File: src/rtl/pipeline_mem_arbiter_if.sv
// Bundle of the fetch, data and unified memory-port signals around pipeline_mem_arbiter.
// master: the pipeline stages plus the memory; slave: the arbiter itself.
interface pipeline_mem_arbiter_if #(
   parameter int unsigned ADDR_WIDTH = 32,
   parameter int unsigned DATA_WIDTH = 32
);
   logic                  flush;

   logic                  if_req;
   logic [ADDR_WIDTH-1:0] if_addr;
   logic [DATA_WIDTH-1:0] if_rdata;
   logic                  if_done;

   logic                  dm_req;
   logic                  dm_rw;
   logic                  dm_width;
   logic [ADDR_WIDTH-1:0] dm_addr;
   logic [DATA_WIDTH-1:0] dm_wdata;
   logic [DATA_WIDTH-1:0] dm_rdata;
   logic                  dm_done;

   logic                  mem_req;
   logic                  mem_rw;
   logic                  mem_width;
   logic [ADDR_WIDTH-1:0] mem_addr;
   logic [DATA_WIDTH-1:0] mem_wdata;
   logic [DATA_WIDTH-1:0] mem_rdata;
   logic                  mem_ready;

   logic                  stall_fetch;
   logic                  stall_mem;

   modport master (
      output flush,
      output if_req, if_addr,
      input  if_rdata, if_done,
      output dm_req, dm_rw, dm_width, dm_addr, dm_wdata,
      input  dm_rdata, dm_done,
      input  mem_req, mem_rw, mem_width, mem_addr, mem_wdata,
      output mem_rdata, mem_ready,
      input  stall_fetch, stall_mem
   );

   modport slave (
      input  flush,
      input  if_req, if_addr,
      output if_rdata, if_done,
      input  dm_req, dm_rw, dm_width, dm_addr, dm_wdata,
      output dm_rdata, dm_done,
      output mem_req, mem_rw, mem_width, mem_addr, mem_wdata,
      input  mem_rdata, mem_ready,
      output stall_fetch, stall_mem
   );
endinterface

File: src/rtl/pipeline_mem_arbiter.sv
// Arbitrates one unified memory port between instruction fetch and the data stage.
// Data has priority; a saturating starve counter forces a fetch grant after STARVE_LIMIT data grants.
module pipeline_mem_arbiter #(
   parameter int unsigned ADDR_WIDTH   = 32,
   parameter int unsigned DATA_WIDTH   = 32,
   parameter int unsigned STARVE_LIMIT = 4
) (
   input logic                  clk,
   input logic                  rst,
   pipeline_mem_arbiter_if.slave bus
);

   localparam logic [1:0] StIdle   = 2'd0;
   localparam logic [1:0] StBusyIf = 2'd1;
   localparam logic [1:0] StBusyDm = 2'd2;

   localparam logic [3:0] StarveMax = STARVE_LIMIT[3:0];

   logic [1:0]            state_q, state_d;
   logic                  mem_req_q, mem_req_d;
   logic                  mem_rw_q, mem_rw_d;
   logic                  mem_width_q, mem_width_d;
   logic [ADDR_WIDTH-1:0] mem_addr_q, mem_addr_d;
   logic [DATA_WIDTH-1:0] mem_wdata_q, mem_wdata_d;
   logic [DATA_WIDTH-1:0] if_rdata_q, if_rdata_d;
   logic [DATA_WIDTH-1:0] dm_rdata_q, dm_rdata_d;
   logic                  if_done_q, if_done_d;
   logic                  dm_done_q, dm_done_d;
   logic [3:0]            starve_q, starve_d;
   logic                  cancel_q, cancel_d;

   logic if_elig, dm_elig, starved, dm_win, if_win, in_idle;

   // A requester still holding req during its own done pulse is asking for the access just finished.
   assign if_elig = bus.if_req & ~if_done_q;
   assign dm_elig = bus.dm_req & ~dm_done_q;
   assign starved = (starve_q == StarveMax);
   assign in_idle = (state_q == StIdle);

   assign dm_win = in_idle & dm_elig & ~(if_elig & ~bus.flush & starved);
   assign if_win = in_idle & ~dm_win & if_elig & ~bus.flush;

   always_comb begin
      state_d     = state_q;
      mem_req_d   = mem_req_q;
      mem_rw_d    = mem_rw_q;
      mem_width_d = mem_width_q;
      mem_addr_d  = mem_addr_q;
      mem_wdata_d = mem_wdata_q;
      if_rdata_d  = if_rdata_q;
      dm_rdata_d  = dm_rdata_q;
      if_done_d   = 1'b0;
      dm_done_d   = 1'b0;
      cancel_d    = cancel_q;

      case (state_q)
         StIdle: begin
            cancel_d = 1'b0;
            if (dm_win) begin
               state_d     = StBusyDm;
               mem_req_d   = 1'b1;
               mem_rw_d    = bus.dm_rw;
               mem_width_d = bus.dm_width;
               mem_addr_d  = bus.dm_addr;
               mem_wdata_d = bus.dm_wdata;
            end else if (if_win) begin
               state_d     = StBusyIf;
               mem_req_d   = 1'b1;
               mem_rw_d    = 1'b0;
               mem_width_d = 1'b0;
               mem_addr_d  = bus.if_addr;
               mem_wdata_d = '0;
            end
         end
         StBusyIf: begin
            if (bus.flush) begin
               cancel_d = 1'b1;
            end
            if (bus.mem_ready) begin
               state_d   = StIdle;
               mem_req_d = 1'b0;
               cancel_d  = 1'b0;
               // A flush arriving in the completing cycle still cancels the result.
               if (!cancel_q && !bus.flush) begin
                  if_rdata_d = bus.mem_rdata;
                  if_done_d  = 1'b1;
               end
            end
         end
         StBusyDm: begin
            if (bus.mem_ready) begin
               state_d    = StIdle;
               mem_req_d  = 1'b0;
               dm_rdata_d = bus.mem_rdata;
               dm_done_d  = 1'b1;
            end
         end
         default: begin
            state_d   = StIdle;
            mem_req_d = 1'b0;
         end
      endcase
   end

   always_comb begin
      starve_d = starve_q;
      if (!bus.if_req || if_win) begin
         starve_d = 4'd0;
      end else if (dm_win && (starve_q < StarveMax)) begin
         starve_d = starve_q + 4'd1;
      end
   end

   always_ff @(posedge clk) begin
      if (rst) begin
         state_q     <= StIdle;
         mem_req_q   <= 1'b0;
         mem_rw_q    <= 1'b0;
         mem_width_q <= 1'b0;
         mem_addr_q  <= '0;
         mem_wdata_q <= '0;
         if_rdata_q  <= '0;
         dm_rdata_q  <= '0;
         if_done_q   <= 1'b0;
         dm_done_q   <= 1'b0;
         starve_q    <= 4'd0;
         cancel_q    <= 1'b0;
      end else begin
         state_q     <= state_d;
         mem_req_q   <= mem_req_d;
         mem_rw_q    <= mem_rw_d;
         mem_width_q <= mem_width_d;
         mem_addr_q  <= mem_addr_d;
         mem_wdata_q <= mem_wdata_d;
         if_rdata_q  <= if_rdata_d;
         dm_rdata_q  <= dm_rdata_d;
         if_done_q   <= if_done_d;
         dm_done_q   <= dm_done_d;
         starve_q    <= starve_d;
         cancel_q    <= cancel_d;
      end
   end

   assign bus.mem_req     = mem_req_q;
   assign bus.mem_rw      = mem_rw_q;
   assign bus.mem_width   = mem_width_q;
   assign bus.mem_addr    = mem_addr_q;
   assign bus.mem_wdata   = mem_wdata_q;
   assign bus.if_rdata    = if_rdata_q;
   assign bus.dm_rdata    = dm_rdata_q;
   assign bus.if_done     = if_done_q;
   assign bus.dm_done     = dm_done_q;

   assign bus.stall_mem   = bus.dm_req & ~dm_done_q;
   assign bus.stall_fetch = (bus.if_req & ~if_done_q) | (bus.dm_req & ~dm_done_q);

endmodule

File: src/flat_wrapper.sv
// flat-port wrapper written by rule: the top's interface ports become plain ports
module pipeline_mem_arbiter_flat 
#(
   parameter int unsigned ADDR_WIDTH   = 32,
   parameter int unsigned DATA_WIDTH   = 32,
   parameter int unsigned STARVE_LIMIT = 4
)
  (clk, rst, bus_flush, bus_if_req, bus_if_addr, bus_if_rdata, bus_if_done, bus_dm_req, bus_dm_rw, bus_dm_width, bus_dm_addr, bus_dm_wdata, bus_dm_rdata, bus_dm_done, bus_mem_req, bus_mem_rw, bus_mem_width, bus_mem_addr, bus_mem_wdata, bus_mem_rdata, bus_mem_ready, bus_stall_fetch, bus_stall_mem);
  pipeline_mem_arbiter_if #(.ADDR_WIDTH(ADDR_WIDTH), .DATA_WIDTH(DATA_WIDTH)) bus_i ();
  input logic clk;
  input logic rst;
  input wire logic [$bits(bus_i.flush)-1:0] bus_flush;
  input wire logic [$bits(bus_i.if_req)-1:0] bus_if_req;
  input wire logic [$bits(bus_i.if_addr)-1:0] bus_if_addr;
  output wire logic [$bits(bus_i.if_rdata)-1:0] bus_if_rdata;
  output wire logic [$bits(bus_i.if_done)-1:0] bus_if_done;
  input wire logic [$bits(bus_i.dm_req)-1:0] bus_dm_req;
  input wire logic [$bits(bus_i.dm_rw)-1:0] bus_dm_rw;
  input wire logic [$bits(bus_i.dm_width)-1:0] bus_dm_width;
  input wire logic [$bits(bus_i.dm_addr)-1:0] bus_dm_addr;
  input wire logic [$bits(bus_i.dm_wdata)-1:0] bus_dm_wdata;
  output wire logic [$bits(bus_i.dm_rdata)-1:0] bus_dm_rdata;
  output wire logic [$bits(bus_i.dm_done)-1:0] bus_dm_done;
  output wire logic [$bits(bus_i.mem_req)-1:0] bus_mem_req;
  output wire logic [$bits(bus_i.mem_rw)-1:0] bus_mem_rw;
  output wire logic [$bits(bus_i.mem_width)-1:0] bus_mem_width;
  output wire logic [$bits(bus_i.mem_addr)-1:0] bus_mem_addr;
  output wire logic [$bits(bus_i.mem_wdata)-1:0] bus_mem_wdata;
  input wire logic [$bits(bus_i.mem_rdata)-1:0] bus_mem_rdata;
  input wire logic [$bits(bus_i.mem_ready)-1:0] bus_mem_ready;
  output wire logic [$bits(bus_i.stall_fetch)-1:0] bus_stall_fetch;
  output wire logic [$bits(bus_i.stall_mem)-1:0] bus_stall_mem;
  assign bus_i.flush = bus_flush;
  assign bus_i.if_req = bus_if_req;
  assign bus_i.if_addr = bus_if_addr;
  assign bus_if_rdata = bus_i.if_rdata;
  assign bus_if_done = bus_i.if_done;
  assign bus_i.dm_req = bus_dm_req;
  assign bus_i.dm_rw = bus_dm_rw;
  assign bus_i.dm_width = bus_dm_width;
  assign bus_i.dm_addr = bus_dm_addr;
  assign bus_i.dm_wdata = bus_dm_wdata;
  assign bus_dm_rdata = bus_i.dm_rdata;
  assign bus_dm_done = bus_i.dm_done;
  assign bus_mem_req = bus_i.mem_req;
  assign bus_mem_rw = bus_i.mem_rw;
  assign bus_mem_width = bus_i.mem_width;
  assign bus_mem_addr = bus_i.mem_addr;
  assign bus_mem_wdata = bus_i.mem_wdata;
  assign bus_i.mem_rdata = bus_mem_rdata;
  assign bus_i.mem_ready = bus_mem_ready;
  assign bus_stall_fetch = bus_i.stall_fetch;
  assign bus_stall_mem = bus_i.stall_mem;
  pipeline_mem_arbiter #(.ADDR_WIDTH(ADDR_WIDTH), .DATA_WIDTH(DATA_WIDTH), .STARVE_LIMIT(STARVE_LIMIT)) u_core (.clk(clk), .rst(rst), .bus(bus_i));
endmodule
File: config.mk
export PLATFORM = sky130hd
export DESIGN_NAME = pipeline_mem_arbiter_flat
export DESIGN_NICKNAME = d
export VERILOG_FILES = /design/src/rtl/pipeline_mem_arbiter_if.sv /design/src/rtl/pipeline_mem_arbiter.sv /design/src/flat_wrapper.sv
export SDC_FILE = /design/constraint.sdc
export NUM_CORES = 1
export LEC_CHECK = 0
export CORE_ASPECT_RATIO = 0.5
export CORE_MARGIN = 2
export CORE_UTILIZATION = 36
export DETAILED_ROUTE_END_ITERATION = 8
export MAX_ROUTING_LAYER = met4
export PLACE_DENSITY = 0.73
export SLEW_MARGIN = 20
export SYNTH_ARGS = -nofsm -noshare
export SYNTH_HDL_FRONTEND = slang
export SYNTH_SLANG_ARGS = --single-unit
export TNS_END_PERCENT = 100
File: constraint.sdc
create_clock -name clk -period 1.9 [get_ports clk]
set_input_delay 0.38 -clock clk [delete_from_list [all_inputs] [get_ports clk]]
set_output_delay 0.38 -clock clk [all_outputs]
set_load 0.02 [all_outputs]
### Yosys cells after proc, flatten, opt, wreduce, memory -nomap -nowiden

Cells that the tools add are included.

* add/subtract/negate cells: 1
* multiply operators: 0
* div/mod/pow operators: 0
* magnitude comparators: 1
* equal/unequal tests: 6
* shifts and indexed selects: 0
* muxes and demuxes: 20
* bitwise operators: 18
* reductions and logical operators: 18

Operators by type and width (count)
* two-way mux 32 bit: 4
* two-way mux 1 bit: 10
* bitwise AND 1 bit: 9
* NOT 1 bit: 8
* AND reduction 2 bit: 4
* two-way mux 2 bit: 3
* OR reduction 2 bit: 3
* adder 4 x 1 -> 4 bit (second input constant): 1
* == test 4 x 3 -> 1 bit (second input constant): 1
* < comparator 4 x 3 -> 1 bit (second input constant): 1
* case mux 1 bit (2 select lines): 2
* case mux 2 bit (2 select lines): 1
* nonzero test 2 bit: 2
* zero test 1 bit: 3
* != test 3 x 1 -> 1 bit (second input constant): 1
* != test 3 bit (second input constant): 1
* AND reduction 3 bit: 1
* OR reduction 3 bit: 1
* == test 2 x 1 -> 1 bit (second input constant): 1
* == test 2 bit (second input constant): 1
* logical AND 1 bit: 2
* zero test 2 bit: 1
* != test 2 x 1 -> 1 bit (second input constant): 1
* logical OR 1 bit: 1
* OR 1 bit: 1

* bits in registers: 140
* latch bits: 0
* RAM bits: 0
* ROM bits: 0
* bits of input ports: 136
* output and inout port bits: 135
* word-level logic and storage cells: 76
* memories: 0

### Depth between registers and ports, before layout

Gate-level depths: netlist (run 1).

* depth after elaboration: 13
* mapped depth: 8
* mapped depth without buffers: 6

### Worst setup path before layout (run 1)

OpenSTA, ideal clock, no wires.

* kind: register to register
* from: register u_core.dm_done_q, in the netlist u_core.bus.dm_done
* to: register u_core.mem_addr_q[15], in the netlist u_core.bus.mem_addr[15]
* setup time: 0.086 ns
* arrival: 1.600 ns
* data required time: 1.814 ns
* slack: 0.214 ns
* cell stages (with the launch flop): 8
* path buffers: 2
* clock period less this slack: 1.686 ns
* cells stage by stage: dfxtp_1 > nand2b_1 > inv_1 > o21ai_1 > buf_4 > buf_2 > a21oi_1 > a211oi_1

* word-level cells in the longest chain between the ends: 10
* elaborated cells on any way between the ends: 11
* classes of those cells: 1 x mux; 8 x bitwise; 2 x reduce/logical

RTL lines
* start, declared: line pipeline_mem_arbiter.sv:28 `logic dm_done_q, dm_done_d;`
* start signal, assigned: line pipeline_mem_arbiter.sv:138 `dm_done_q <= dm_done_d;`
* NOT 1 bit *
* bitwise AND 1 bit *
* via bus_stall_mem: line flat_wrapper.sv:32 `output wire logic [$bits(bus_i.stall_mem)-1:0] bus_stall_mem;`
* bitwise AND 1 bit * (2 in a row): line pipeline_mem_arbiter.sv:40 `assign dm_win = in_idle & dm_elig & ~(if_elig & ~bus.flush & starved);`
* NOT 1 bit: line pipeline_mem_arbiter.sv:41 `assign if_win = in_idle & ~dm_win & if_elig & ~bus.flush;`
* bitwise AND 1 bit (3 in a row): line pipeline_mem_arbiter.sv:41
* nonzero test 2 bit (no source line)
* AND reduction 2 bit (no source line)
* end signal, assigned: line pipeline_mem_arbiter.sv:133 `mem_addr_q <= mem_addr_d;`
* end, declared: line pipeline_mem_arbiter.sv:23 `logic [ADDR_WIDTH-1:0] mem_addr_q, mem_addr_d;`

Mark *: on every way through the listed nets, which the timed path passes. The rest lies on a longest branch.
A chain may end at the register's enable or synchronous reset.

### Worst setup path after layout (run 1)

* from: input port bus_dm_req
* to: output port bus_stall_mem

* word-level cells in the longest chain between the ends: 1

RTL lines
* start, declared: line flat_wrapper.sv:17 `input wire logic [$bits(bus_i.dm_req)-1:0] bus_dm_req;`
* bitwise AND 1 bit: line pipeline_mem_arbiter.sv:154 `assign bus.stall_mem = bus.dm_req & ~dm_done_q;`
* end, declared: line flat_wrapper.sv:32

Every way passes these cells.

==> flow_summary_export.csv, run 1 <==
group,metric,value,unit
sta,finClkSkew,0.0138,ns
flow_run,maxCapViolations,0,
power_and_ir_drop,ir_drop,0.631,mV
status,status,"finished, final reports clean",
clock_tree,cts_sinks,140,
die,die-area,0.0157,mm^2
clock_tree,clock_latency,0.41,ns
clock_tree,max-clock-path-buffers,2,
clock_tree,htree_levels,4,
die,dieHeight,89.5,um
layout,final_core_util,62.2,%
sta,slew_violations,0,
layout,stdcell_area,0.00892,mm^2
min_path,hp-class,"in2reg",
power_and_ir_drop,p_comb_share,26.2,%
detailed_routing,drc,0,
synthesis,synthesis.area,0.00526,mm^2
placed_design,port_buffers,270,
synthesis,synth-seq-cells,140,
worst_setup_path,worstPathRequired,1.52,ns
die,initial_core_util,36.7,%
clock_tree,clkTransAtPathRegs,0.06,ns
power_and_ir_drop,p_int,6610,uW
synthesis,synthArstFlopShare,0,%
detailed_routing,wl_per_cell,15.2,um
power_and_ir_drop,p_total,9330,uW
synthesis,post_synth.cell_area_avg,8.34,um^2
synthesis,synth-main-ff-cell,"dfxtp_1",
sta,fin_crit_sh,95.9,%
synthesis,synthTopCellsByCount,"nand2_1 (164), dfxtp_1 (140), a21oi_1 (97)",
sta,worst-slew-pin-transition,0.425,ns
worst_setup_path,worst_setup_path_start_kind,"input pin",
synthesis,synth_top_area_share,53.3,%
worst_setup_path,critPathBufInv,3,
detailed_routing,avgViaCountPerCell,4.77,
synthesis,synth_area_leaders,"dfxtp_1 (53%), nand2_1 (12%), a21oi_1 (9.2%), nor2_1 (5.6%), a211oi_1 (4.6%)",
synthesis,synth_edf_count,0,
layout,antenna_cells,0,
power_and_ir_drop,sw_frac_of_total,29.1,%
clock_tree,cts_made_buffers,17,
power_and_ir_drop,p_leak,0.00328,uW
detailed_routing,antenna_left,0,
power_and_ir_drop,pwr-share-clk,37.7,%
die,die_x,175,um
worst_setup_path,slowest_stage,"clkdlybuf4s50_1",
sta,fin_crit,1.82,ns
synthesis,yosysSeqAreaShare,53.3,%
synthesis,syn_inst,631,
worst_setup_path,crit_fanout,3,
sta,fin_hold_ws,0.395,ns
worst_setup_path,crit_chain,"clkdlybuf4s50_1 > nand2b_1 > inv_1 > dlygate4sd2_1",
sta,setup_viol,0,
layout,drive_above_1_share,8.32,%
grt,antenna_found_initial,0,
worst_setup_path,criticalPathCategory,"in2out",
synthesis,synthDistinctLibCells,33,
detailed_routing,drt_iter0_markers,342,
grt,track_usage,21.6,%
die,core,0.0144,mm^2
layout,area_delta_synth_final,69.7,%
layout,fin_nets,1041,
placed_design,placed_area,0.00830,mm^2
worst_setup_path,end_kind,"output pin",
detailed_routing,drt_wl_total,16800,um
sta,rsz0062_at_grt,"false",
sta,clock.fmax,0.549,GHz
synthesis,synth_most_common_cell,"nand2_1",
die,ios,271,
clock_tree,clockRootBuffer,"clkbuf_16",
grt,grt_start_max_net_pins,62,
grt,grt_pass1_wl,26100,um
synthesis,synth_fp_nets,772,
synthesis,ys_warn_count,0,
worst_setup_path,arrival,1.44,ns
placed_design,dp_hpwl,11800,um
clock_tree,cts_tree,"yes",
placed_design,gp_congestion,0.820,
worst_setup_path,critPathTopFamily,"buffers and inverters",
grt,gr-total-overflow,0,
power_and_ir_drop,p_per_area,1050,mW/mm^2
synthesis,synth.largest_area_cell,"dfxtp_1",
sta,slew-limit-headroom,71.7,%
power_and_ir_drop,seq_power_share,36.1,%
die,rows,31,
sta,hold_viol,0,
detailed_routing,vias,5295,
power_and_ir_drop,p_sw,2720,uW
grt,grt_pass1_vias,5040,
sta,setup-tns-final,0,ns
worst_setup_path,cpPeakStageDelay,0.47,ns
detailed_routing,first_pass_iters,5,
-- kinds of logic after synthesis --
group / count (synthesis) / synth area share [%]
fa+ha+maj: 5 / 1.19
compound gates: 174 / 21.6
mux: 2 / 0.381
flops: 140 / 53.3
buf+inv: 57 / 4.81
xor+xnor: 1 / 0.167
simple gates: 252 / 18.6
-- registers in the layout, indices dropped and copies added, names as in the netlist --
signal / count
u_core.bus.dm_done: 1
u_core.bus.dm_rdata: 32
u_core.bus.if_done: 1
u_core.bus.if_rdata: 32
u_core.bus.mem_addr: 32
u_core.bus.mem_req: 1
u_core.bus.mem_rw: 1
u_core.bus.mem_wdata: 32
u_core.bus.mem_width: 1
u_core.cancel_q: 1
u_core.starve_q: 4
u_core.state_q: 2
-- worst paths after layout --
path | start | end | cells past startpoint | slack, ns
worst min-delay path | rst | u_core.bus.if_done | 2 | 0.40
worst min register to register | u_core.bus.dm_rdata[18] | u_core.bus.dm_rdata[18] | 2 | 0.45
worst max register to register | u_core.state_q[0] | u_core.bus.mem_addr[14] | 8 | 0.21
worst max-delay path | bus_dm_req | bus_stall_mem | 4 | 0.08
-- final cells by class --
cell class / instances / area, um^2
Fill cell: 1261 / 5430
Timing Repair Buffer: 299 / 3010
Sequential cell: 140 / 2800
Multi-Input combinational cell: 434 / 2220
Clock buffer: 19 / 433
Tap cell: 198 / 248
Clock inverter: 13 / 190
Inverter: 8 / 30.0
-- routing by layer --
| layer | vias up | part of all wire [%] | GRT usage [%] |
|---|---|---|---|
| met5 | - | 0 | - |
| met3 | 19 | 4.2 | 3.87 |
| li1 | 2652 | - | - |
| met2 | 129 | 52 | 37.7 |
| met1 | 2495 | 43 | 25.9 |
| met4 | 0 | 1.2 | 6.44 |
-- what timing repair did --
action | 4_1_cts | 5_1_grt
gates resized for setup | 5 | 1
setup buffers | 0 | 0
hold buffers | 0 | 0
gates cloned | 0 | 0
endpoints found under the setup margin | 2 | 1
-- power by group through the flow --
stage	sequential, uW	clock, uW	combinational (uW)
final	3370	3520	2440
after global routing	3400	3720	2630
after CTS	3370	3590	2460
after detailed placement	3420	0	2450
after global placement	3410	0	2430
after floorplan	3750	0	930
-- layout by cell type (no fill, tap or decap), drive strengths merged, types with 2 or more instances in the layout --
master	netlist	layout
a21oi	98	98
nand2b	2	2
o21ai	4	4
buf	14	30
inv	8	10
nor2	78	78
clkinv	0	3
clkdlybuf4s50	0	267
a211oi	32	32
clkbuf	35	19
nand2	164	164
a22oi	35	35
mux2i	2	2
bufinv	0	4
clkinvlp	0	4
ha	5	5
dfxtp	140	140
-- metrics by stage --
stage	worst slack [ns]	instances
finish	0.0771	1111
detailed placement	-0.347	1079
global placement	-0.344	1079
CTS	0.0202	1111
global route	0.00330	1111
floorplan	0.214	631
Power figures use the tool's default switching activity.
==> inputs of run 2 (changes only) <==
- CTS_CLUSTER_DIAMETER: not set -> 100
- GPL_ROUTABILITY_DRIVEN: not set -> 0
==> results of run 2 <==
Same layout as run 1: the final DEF is identical, and so are final timing and power.
